==> src/rtl/conv1d_param_engine_if.sv <==
// Bus bundle for conv1d_param_engine: buffer write port, run configuration,
// run control/status and the valid/ready result stream.
interface conv1d_param_engine_if #(
    parameter int DATA_WIDTH  = 8,
    parameter int ACCUM_WIDTH = 24,
    parameter int ADDR_WIDTH  = 4
);
    logic                          wr_en;
    logic                          wr_sel;
    logic [ADDR_WIDTH-1:0]         wr_addr;
    logic signed [DATA_WIDTH-1:0]  wr_data;

    logic [ADDR_WIDTH:0]           cfg_input_len;
    logic [ADDR_WIDTH:0]           cfg_kernel_size;
    logic [ADDR_WIDTH:0]           cfg_stride;
    logic signed [DATA_WIDTH-1:0]  cfg_bias;
    logic                          cfg_relu;

    logic                          start;
    logic                          busy;
    logic                          done;
    logic                          error;

    logic                          out_valid;
    logic signed [ACCUM_WIDTH-1:0] out_data;
    logic                          out_last;
    logic                          out_ready;

    modport master (
        output wr_en, wr_sel, wr_addr, wr_data,
        output cfg_input_len, cfg_kernel_size, cfg_stride, cfg_bias, cfg_relu,
        output start, out_ready,
        input  busy, done, error, out_valid, out_data, out_last
    );

    modport slave (
        input  wr_en, wr_sel, wr_addr, wr_data,
        input  cfg_input_len, cfg_kernel_size, cfg_stride, cfg_bias, cfg_relu,
        input  start, out_ready,
        output busy, done, error, out_valid, out_data, out_last
    );
endinterface

==> src/rtl/conv1d_param_engine.sv <==
// Runtime-configurable sequential 1-D convolution: one multiply-accumulate per
// cycle over loadable sample/weight buffers, results streamed with backpressure.
module conv1d_param_engine #(
    parameter int DATA_WIDTH    = 8,
    parameter int ACCUM_WIDTH   = 24,
    parameter int MAX_INPUT_LEN = 16,
    parameter int MAX_KERNEL    = 5,
    parameter int ADDR_WIDTH    = 4
) (
    input logic clk,
    input logic rst_n,
    conv1d_param_engine_if.slave bus
);

    localparam int KIDX_W = (MAX_KERNEL > 1) ? $clog2(MAX_KERNEL) : 1;
    localparam int CW     = ADDR_WIDTH + 1;
    localparam logic [CW-1:0] IN_DEPTH  = CW'(MAX_INPUT_LEN);
    localparam logic [CW-1:0] KER_DEPTH = CW'(MAX_KERNEL);
    localparam logic [CW-1:0] ONE       = CW'(1);

    typedef enum logic [2:0] {IDLE, CHECK, MAC, EMIT, DONE} state_t;

    state_t                        state;
    logic signed [DATA_WIDTH-1:0]  in_buf [MAX_INPUT_LEN];
    logic signed [DATA_WIDTH-1:0]  w_buf  [MAX_KERNEL];

    logic [CW-1:0]                 len_r;
    logic [CW-1:0]                 ker_r;
    logic [CW-1:0]                 stride_r;
    logic signed [DATA_WIDTH-1:0]  bias_r;
    logic                          relu_r;

    logic [CW-1:0]                 win;
    logic [KIDX_W-1:0]             k;
    logic signed [ACCUM_WIDTH-1:0] acc;

    logic                          busy_r;
    logic                          done_r;
    logic                          error_r;
    logic                          out_valid_r;
    logic signed [ACCUM_WIDTH-1:0] out_data_r;
    logic                          out_last_r;

    logic [ADDR_WIDTH-1:0]         rd_idx;
    logic signed [2*DATA_WIDTH-1:0] prod;
    logic signed [ACCUM_WIDTH-1:0] prod_ext;
    logic signed [ACCUM_WIDTH-1:0] acc_next;
    logic signed [ACCUM_WIDTH-1:0] bias_ext;
    logic                          k_last;
    logic                          win_last;
    logic                          cfg_bad;

    // Buffers are plain storage with no reset; out-of-range addresses are dropped.
    always_ff @(posedge clk) begin
        if (bus.wr_en && state == IDLE) begin
            if (!bus.wr_sel && ({1'b0, bus.wr_addr} < IN_DEPTH))
                in_buf[bus.wr_addr] <= bus.wr_data;
            else if (bus.wr_sel && ({1'b0, bus.wr_addr} < KER_DEPTH))
                w_buf[bus.wr_addr[KIDX_W-1:0]] <= bus.wr_data;
        end
    end

    assign rd_idx   = win[ADDR_WIDTH-1:0] + ADDR_WIDTH'(k);
    assign prod     = in_buf[rd_idx] * w_buf[k];
    assign prod_ext = {{(ACCUM_WIDTH-2*DATA_WIDTH){prod[2*DATA_WIDTH-1]}}, prod};
    assign acc_next = acc + prod_ext;
    assign bias_ext = {{(ACCUM_WIDTH-DATA_WIDTH){bias_r[DATA_WIDTH-1]}}, bias_r};
    assign k_last   = (CW'(k) + ONE) == ker_r;

    // Widened by one bit so win+S cannot wrap before the comparison.
    assign win_last = ({1'b0, win} + {1'b0, stride_r}) > ({1'b0, len_r} - {1'b0, ker_r});

    assign cfg_bad  = (ker_r == '0) || (ker_r > KER_DEPTH) || (len_r > IN_DEPTH) ||
                      (len_r < ker_r) || (stride_r == '0);

    always_ff @(posedge clk or negedge rst_n) begin
        if (!rst_n) begin
            state       <= IDLE;
            len_r       <= '0;
            ker_r       <= '0;
            stride_r    <= '0;
            bias_r      <= '0;
            relu_r      <= 1'b0;
            win         <= '0;
            k           <= '0;
            acc         <= '0;
            busy_r      <= 1'b0;
            done_r      <= 1'b0;
            error_r     <= 1'b0;
            out_valid_r <= 1'b0;
            out_data_r  <= '0;
            out_last_r  <= 1'b0;
        end else begin
            done_r  <= 1'b0;
            error_r <= 1'b0;
            case (state)
                IDLE: begin
                    if (bus.start) begin
                        len_r    <= bus.cfg_input_len;
                        ker_r    <= bus.cfg_kernel_size;
                        stride_r <= bus.cfg_stride;
                        bias_r   <= bus.cfg_bias;
                        relu_r   <= bus.cfg_relu;
                        busy_r   <= 1'b1;
                        state    <= CHECK;
                    end
                end
                CHECK: begin
                    if (cfg_bad) begin
                        error_r <= 1'b1;
                        busy_r  <= 1'b0;
                        state   <= IDLE;
                    end else begin
                        win   <= '0;
                        k     <= '0;
                        acc   <= bias_ext;
                        state <= MAC;
                    end
                end
                MAC: begin
                    acc <= acc_next;
                    if (k_last) begin
                        out_valid_r <= 1'b1;
                        out_data_r  <= (relu_r && acc_next[ACCUM_WIDTH-1]) ? '0 : acc_next;
                        out_last_r  <= win_last;
                        state       <= EMIT;
                    end else begin
                        k <= k + KIDX_W'(1);
                    end
                end
                EMIT: begin
                    if (bus.out_ready) begin
                        out_valid_r <= 1'b0;
                        out_last_r  <= 1'b0;
                        if (out_last_r) begin
                            done_r <= 1'b1;
                            state  <= DONE;
                        end else begin
                            win   <= win + stride_r;
                            k     <= '0;
                            acc   <= bias_ext;
                            state <= MAC;
                        end
                    end
                end
                DONE: begin
                    busy_r <= 1'b0;
                    state  <= IDLE;
                end
                default: state <= IDLE;
            endcase
        end
    end

    assign bus.busy      = busy_r;
    assign bus.done      = done_r;
    assign bus.error     = error_r;
    assign bus.out_valid = out_valid_r;
    assign bus.out_data  = out_data_r;
    assign bus.out_last  = out_last_r;

endmodule

==> src/flat_wrapper.sv <==
// flat-port wrapper written by rule: the top's interface ports become plain ports
module conv1d_param_engine_flat 
#(
    parameter int DATA_WIDTH    = 8,
    parameter int ACCUM_WIDTH   = 24,
    parameter int MAX_INPUT_LEN = 16,
    parameter int MAX_KERNEL    = 5,
    parameter int ADDR_WIDTH    = 4
)
  (clk, rst_n, bus_wr_en, bus_wr_sel, bus_wr_addr, bus_wr_data, bus_cfg_input_len, bus_cfg_kernel_size, bus_cfg_stride, bus_cfg_bias, bus_cfg_relu, bus_start, bus_out_ready, bus_busy, bus_done, bus_error, bus_out_valid, bus_out_data, bus_out_last);
  conv1d_param_engine_if #(.DATA_WIDTH(DATA_WIDTH), .ACCUM_WIDTH(ACCUM_WIDTH), .ADDR_WIDTH(ADDR_WIDTH)) bus_i ();
  input logic clk;
  input logic rst_n;
  input wire logic [$bits(bus_i.wr_en)-1:0] bus_wr_en;
  input wire logic [$bits(bus_i.wr_sel)-1:0] bus_wr_sel;
  input wire logic [$bits(bus_i.wr_addr)-1:0] bus_wr_addr;
  input wire logic [$bits(bus_i.wr_data)-1:0] bus_wr_data;
  input wire logic [$bits(bus_i.cfg_input_len)-1:0] bus_cfg_input_len;
  input wire logic [$bits(bus_i.cfg_kernel_size)-1:0] bus_cfg_kernel_size;
  input wire logic [$bits(bus_i.cfg_stride)-1:0] bus_cfg_stride;
  input wire logic [$bits(bus_i.cfg_bias)-1:0] bus_cfg_bias;
  input wire logic [$bits(bus_i.cfg_relu)-1:0] bus_cfg_relu;
  input wire logic [$bits(bus_i.start)-1:0] bus_start;
  input wire logic [$bits(bus_i.out_ready)-1:0] bus_out_ready;
  output wire logic [$bits(bus_i.busy)-1:0] bus_busy;
  output wire logic [$bits(bus_i.done)-1:0] bus_done;
  output wire logic [$bits(bus_i.error)-1:0] bus_error;
  output wire logic [$bits(bus_i.out_valid)-1:0] bus_out_valid;
  output wire logic [$bits(bus_i.out_data)-1:0] bus_out_data;
  output wire logic [$bits(bus_i.out_last)-1:0] bus_out_last;
  assign bus_i.wr_en = bus_wr_en;
  assign bus_i.wr_sel = bus_wr_sel;
  assign bus_i.wr_addr = bus_wr_addr;
  assign bus_i.wr_data = bus_wr_data;
  assign bus_i.cfg_input_len = bus_cfg_input_len;
  assign bus_i.cfg_kernel_size = bus_cfg_kernel_size;
  assign bus_i.cfg_stride = bus_cfg_stride;
  assign bus_i.cfg_bias = bus_cfg_bias;
  assign bus_i.cfg_relu = bus_cfg_relu;
  assign bus_i.start = bus_start;
  assign bus_i.out_ready = bus_out_ready;
  assign bus_busy = bus_i.busy;
  assign bus_done = bus_i.done;
  assign bus_error = bus_i.error;
  assign bus_out_valid = bus_i.out_valid;
  assign bus_out_data = bus_i.out_data;
  assign bus_out_last = bus_i.out_last;
  conv1d_param_engine #(.DATA_WIDTH(DATA_WIDTH), .ACCUM_WIDTH(ACCUM_WIDTH), .MAX_INPUT_LEN(MAX_INPUT_LEN), .MAX_KERNEL(MAX_KERNEL), .ADDR_WIDTH(ADDR_WIDTH)) u_core (.clk(clk), .rst_n(rst_n), .bus(bus_i));
endmodule
==> config.mk <==
export PLATFORM = sky130hd
export DESIGN_NAME = conv1d_param_engine_flat
export DESIGN_NICKNAME = d
export VERILOG_FILES = /design/src/rtl/conv1d_param_engine_if.sv /design/src/rtl/conv1d_param_engine.sv /design/src/flat_wrapper.sv
export SDC_FILE = /design/constraint.sdc
export NUM_CORES = 1
export LEC_CHECK = 0
export ABC_AREA = 1
export CAP_MARGIN = 20
export CORE_MARGIN = 5
export CORE_UTILIZATION = 37
export CTS_BUF_LIST = sky130_fd_sc_hd__clkbuf_4 sky130_fd_sc_hd__clkbuf_8
export CTS_CLUSTER_DIAMETER = 30
export DETAILED_ROUTE_END_ITERATION = 8
export SETUP_SLACK_MARGIN = 0.4
export SYNTH_ARGS = -nofsm -noshare
export SYNTH_HDL_FRONTEND = slang
export SYNTH_SLANG_ARGS = --single-unit
==> constraint.sdc <==
create_clock -name clk -period 6.2 [get_ports clk]
set_input_delay 0.62 -clock clk [delete_from_list [all_inputs] [get_ports clk]]
set_output_delay 0.62 -clock clk [all_outputs]
set_load 0.01 [all_outputs]
### After elaboration in Yosys (flattened, before gate mapping)

Memories as Yosys holds them, arrays and structs flattened.
Cells that the tools add are included.

* register bits after elaboration: 88
* memory bits (writable): 168
* input bits: 42
* output and inout bits: 29
* logic and storage cells: 104
* memories kept: 2

* add/sub/neg operators: 7
* multipliers: 1
* $lt $le $gt $ge: 5
* eq/ne operators: 12
* multiplexer cells: 40
* reduce and logical (&&, ||, !) cells: 22

Memories
* u_core.in_buf: words 16, bits a word 8, rd ports 1, clocked after memory_dff 0, write ports 1, line conv1d_param_engine.sv:24 `logic signed [DATA_WIDTH-1:0] in_buf [MAX_INPUT_LEN];`
* u_core.w_buf: words 5, bits a word 8, rd ports 1, clocked after memory_dff 0, write ports 1, line conv1d_param_engine.sv:25 `logic signed [DATA_WIDTH-1:0] w_buf [MAX_KERNEL];`

Operators with widths (number)
* $mux W24: 4
* $pmux W24 S3: 1
* $add A24 B16 Y24: 1
* $mux W3: 8
* $mux W1: 17
* $mul A8 B8 Y16: 1
* $mux W5: 3
* $pmux W3 S4: 1
* $logic_not A5 Y1: 2
* $ne A2 B2 Y1 const B: 5
* $pmux W5 S2: 1
* $pmux W3 S3: 1
* $reduce_and A3 Y1: 3
* $reduce_and A4 Y1: 2
* $add A5 B5 Y6: 1
* $eq A3 B2 Y1 const B: 2
* $gt A6 B6 Y1: 1
* $reduce_bool A3 Y1: 2
* $sub A5 B5 Y6: 1
* $add A5 B5 Y5: 1
* $eq A5 B5 Y1: 1
* $gt A5 B3 Y1 const B: 1
* $gt A5 B5 Y1 const B: 1
* $lt A5 B5 Y1: 1
* 16 further kinds: 25

### Longest topological paths before layout

* depth in word-level cells: 7
* gate-level depth with buffers: 35
* gate-level depth less buffers: 33

### Worst setup path after synthesis

OpenSTA, ideal clock, no wires.

* path kind: register to register
* from: register u_core.k[0]
* to: register u_core.out_data_r[0], in the netlist u_core.bus.out_data[0]
* arrival time: 6.697 ns
* setup slack: -0.615 ns
* cell stages (with the launch flop): 30
* buffers on the path: 3
* clock period less this slack: 6.815 ns
* cells stage by stage: dfrtp_1 ha_1 fa_1 buf_2 clkbuf_1 a21oi_1 a32oi_1 o21ai_0 nand2_1 nand2_2 nor2_2 inv_1 fa_1 inv_1 fa_1 fa_1 fa_1 fa_1 ha_1 nand2_1 nor2_1 and2_1 nand3_1 inv_1 nor2_1 nand2_2 nand3_2 buf_6 nand3_1 nand2_1

* word-level cells in the longest chain between the ends: 6
* elaborated cells on any way between the ends: 10

RTL lines
* from (decl): line conv1d_param_engine.sv:34 `logic [KIDX_W-1:0] k;`
* from (signal assigned): line conv1d_param_engine.sv:128 `k <= k + KIDX_W'(1);`
* $add A4 B3 Y4: line conv1d_param_engine.sv:63 `assign rd_idx = win[ADDR_WIDTH-1:0] + ADDR_WIDTH'(k);`
* $mem_v2 Z16 W8
* $mul A8 B8 Y16: line conv1d_param_engine.sv:64 `assign prod = in_buf[rd_idx] * w_buf[k];`
* $add A24 B16 Y24: line conv1d_param_engine.sv:66 `assign acc_next = acc + prod_ext;`
* $logic_and A1 B1 Y1: line conv1d_param_engine.sv:124 `out_data_r <= (relu_r && acc_next[ACCUM_WIDTH-1]) ? '0 : acc_next;`
* $mux W24: line conv1d_param_engine.sv:124
* to (signal assigned): line conv1d_param_engine.sv:124
* to (decl): line conv1d_param_engine.sv:41 `logic signed [ACCUM_WIDTH-1:0] out_data_r;`

Several ways; a longest one is shown, not always the timed one.
A chain may end at the register's enable or synchronous reset.

### Worst setup path after layout

* from: register u_core.win[0]
* to: register u_core.out_data_r[23], in the netlist u_core.bus.out_data[23]

* word-level cells in the longest chain between the ends: 6

RTL lines
* from (decl): line conv1d_param_engine.sv:33 `logic [CW-1:0] win;`
* from (signal assigned): line conv1d_param_engine.sv:139 `win <= win + stride_r;`
* $add A4 B3 Y4 *: line conv1d_param_engine.sv:63
* $mem_v2 Z16 W8 *
* $mul A8 B8 Y16 *: line conv1d_param_engine.sv:64
* $add A24 B16 Y24 *: line conv1d_param_engine.sv:66
* $logic_and A1 B1 Y1: line conv1d_param_engine.sv:124
* $mux W24 *: line conv1d_param_engine.sv:124

Mark *: on every way between the ends. The rest lies on a longest branch, timed or not.

==> metrics <==
outcome=complete, but fails checks; failing checks=negative setup slack; CP Class=reg -> reg; sequential area share after synthesis=46.1%; share of the synthesized area in the top cell type=32.1%; final core utilization=50.5%; max_cap viols=0; Initial Utilization=a little under two fifths; CP Launch Type=flop; GPL Wtd Cong=0.879; num rows=75; fin nets=approximately 2000; H-tree levels=2; Hold Vio Cnt, Final=0; CTS tree=yes; Worst Path Required=6.71 ns; Worst R2R End=u_core.bus.out_data[23]; CP Capture Type=flop; Syn. warnings=0; CTS Buf Count=55; Worst path max stage delay=roughly 0.6 ns; FILL cells=3650; final period utilization=103%; DR DRC count=0; syn nets=1759; CP max stage cell=fa_2; synth unique cells=60; RR Startpoint=u_core.win[0]; Rel. slew slack=about a third; initial antenna violation count=1; root buffer cell=clkbuf_8; worst-path fanout max=8; # IOs=71; cells on worst reg2reg path=32; Antenna Nets Post-Route=0; min setup slack post-route=-0.214 ns; total congestion overflow=0; worst-skew pair later-pin latency=0.65 ns; iteration count of the initial detailed-routing pass=5; clk buf depth=3; Worst-path clk slew=0.06 ns; Starting DRT DRC Count=611; die width=216 um; Die Height=216 um; min cycle time layout=6.41 ns; Clock Sinks=roughly 260; Max Freq=156 MHz; Hold WC Path Type=in -> async; detailed placement HPWL=28600 um; top cells by area, synth=edfxtp_1 32%, dfrtp_1 14%, fa_1 14%, nand2_1 8.4%, ha_1 5.9%; Final Skew=approximately 0.035 ns; Area growth, synth to finish=34.7%; dpl cells=2239; WL final=41200 um; arrival time worst endpoint=6.93 ns; DIE AREA=46700 sq um; Routed wire per std cell=between 15 and 20 um; Slew Viols, Final=0; FF-to-FF setup slack=-0.21 ns; largest area contributor in the netlist=edfxtp_1; synthesized area per cell=~10 sq um; Core Footprint=41900 sq um; # port buffers=70; GRT Total Usage=17.3%; final cell count without fillers=2384; Post-Syn Area=15700 sq um; largest net degree at the start of global routing=74; Yosys reg bits=256; Syn Inst Count=1536; DR vias=11900; drt via density=~5.0; Worst-Margin Slew=0.977 ns; first-pass GRT wire length=approximately 65000 um; share of cells above drive strength 1=30.8%; RSZ-0062 raised after global routing=true; Setup-failing EPs final=39; vias in the first global route=12400
## cells in the mapped netlist (all sizes together)
cell,instances
and2,7
o221ai,1
clkinv,2
mux2i,7
a21boi,1
a32oi,23
o2111ai,1
fa,107
nor3,6
nor2,147
nand2,366
inv,193
or2,2
nand3,80
mux2,16
a21oi,101
xor2,16
nand2b,1
nand4,11
a22oi,2
dfrtp,88
clkbuf,14
o21bai,3
edfxtp,168
buf,28
o21ai,37
o31ai,7
o22ai,2
xnor2,4
ha,74
nor4,2
a32o,14
o211ai,1
a21o,1
nand3b,3
## registers in the layout, summed over array words and instances (netlist names), 3 cells and up
name                 cells
u_core.in_buf          128
u_core.w_buf            40
u_core.acc              24
u_core.bus.out_data     24
u_core.bias_r            8
u_core.ker_r             5
u_core.len_r             5
u_core.stride_r          5
u_core.win               5
u_core.k                 3
u_core.state             3
## layout make-up
cell class / count / area (sq um) / share of cell area, %
inverters: 195 / 751 / 3.54
flip-flops and latches: 256 / 7250 / 34.2
clock inverters: 40 / 430 / 2.03
repair buffers: 245 / 2390 / 11.3
well taps: 539 / 674 / 3.18
diodes: 1 / 2.50 / 0.0118
clock buffers: 62 / 822 / 3.88
multi-input cells: 1046 / 8860 / 41.8
## layer usage
layer  GRT usage (%)  vias to the layer above  wire length (um)
met4            5.68                        0              1090
li1                -                     5657                 -
met1            22.2                     5915             17600
met5               0                        -                 0
met3            3.10                       62              1650
met2            29.9                      243             20800
## kinds of logic (layout without fill, tap and decap cells)
| logic type | Yosys count | in the layout | share of synthesized area (%) |
|---|---|---|---|
| mux | 23 | 23 | 1.59 |
| simple gates | 625 | 628 | 16.9 |
| other cells | 0 | 1 | 0 |
| buf+inv | 237 | 542 | 6.43 |
| xor+xnor | 20 | 20 | 1.52 |
| compound gates | 194 | 194 | 7.91 |
| flops | 256 | 256 | 46.1 |
| fa+ha+maj | 181 | 181 | 19.5 |
## worst max-delay path: cells and delay by family, from the launching register on
family,cells,cell delay (ns)
and+or+nand+nor,11,0.98
DFF,1,0.38
buffers and inverters,10,1.17
muxes,1,0.19
AOI/OAI and AO/OA,2,0.26
adders and majority gates,8,3.32
## metrics by stage
stage | area, sq um | worst slack [ns] | setup TNS, ns | hold slack (ns)
floorplan | 15800 | 0.0562 | 0 | 0.324
global placement | 18100 | -0.225 | -5.79 | 0.462
detailed placement | 18100 | -0.279 | -8.50 | 0.466
CTS | 20500 | -0.125 | -2.93 | 0.383
global route | 21200 | -0.456 | -15.76 | 0.415
finish | 21200 | -0.214 | -6.00 | 0.415
## timing repair
action	CTS	global route
gates resized for setup	192	96
pin swaps	64	93
cloned	7	1
endpoints found under the setup margin	43	43
hold buffers	1	0
hold endpoints to repair	15	0
buffers inserted	10	23
## worst max path at each step
stage / startpoint / endpoint / cells past startpoint
after floorplan: u_core.k[0] / u_core.bus.out_data[0] / 28
after global placement: u_core.k[0] / u_core.bus.out_data[12] / 28
after detailed placement: u_core.k[0] / u_core.bus.out_data[20] / 30
after CTS: u_core.k[0] / u_core.acc[23] / 33
after global routing: u_core.win[0] / u_core.bus.out_data[3] / 34
final: u_core.win[0] / u_core.bus.out_data[23] / 32
## layout by cell type (no fill, tap or decap), types with 7 or more instances in the layout
cell type          n
a21oi_1           70
nand3_1           39
buf_4            134
inv_2             23
nand4_1           10
nand2_1          312
xor2_4             7
a21oi_2           23
a32oi_1           17
buf_12            16
nand3_4           12
a32o_1            11
edfxtp_1         168
nor2_1           109
fa_2               9
clkinv_2          12
nand2_4           18
inv_1            164
clkinv_1           7
bufinv_16          7
clkinvlp_4        10
dfrtp_1           88
ha_4              34
nand3_2           32
fa_1              98
clkdlybuf4s50_1   69
nor2_4            14
clkbuf_8          57
a21oi_4            8
o21ai_0           20
nand2_2           36
buf_6             19
o21ai_1           12
ha_1              38
mux2_2            16
nor2_2            23
Power is left out: the tool's default activity adds up to more than one toggle a clock period on the data nets, which glitch-free logic cannot reach.
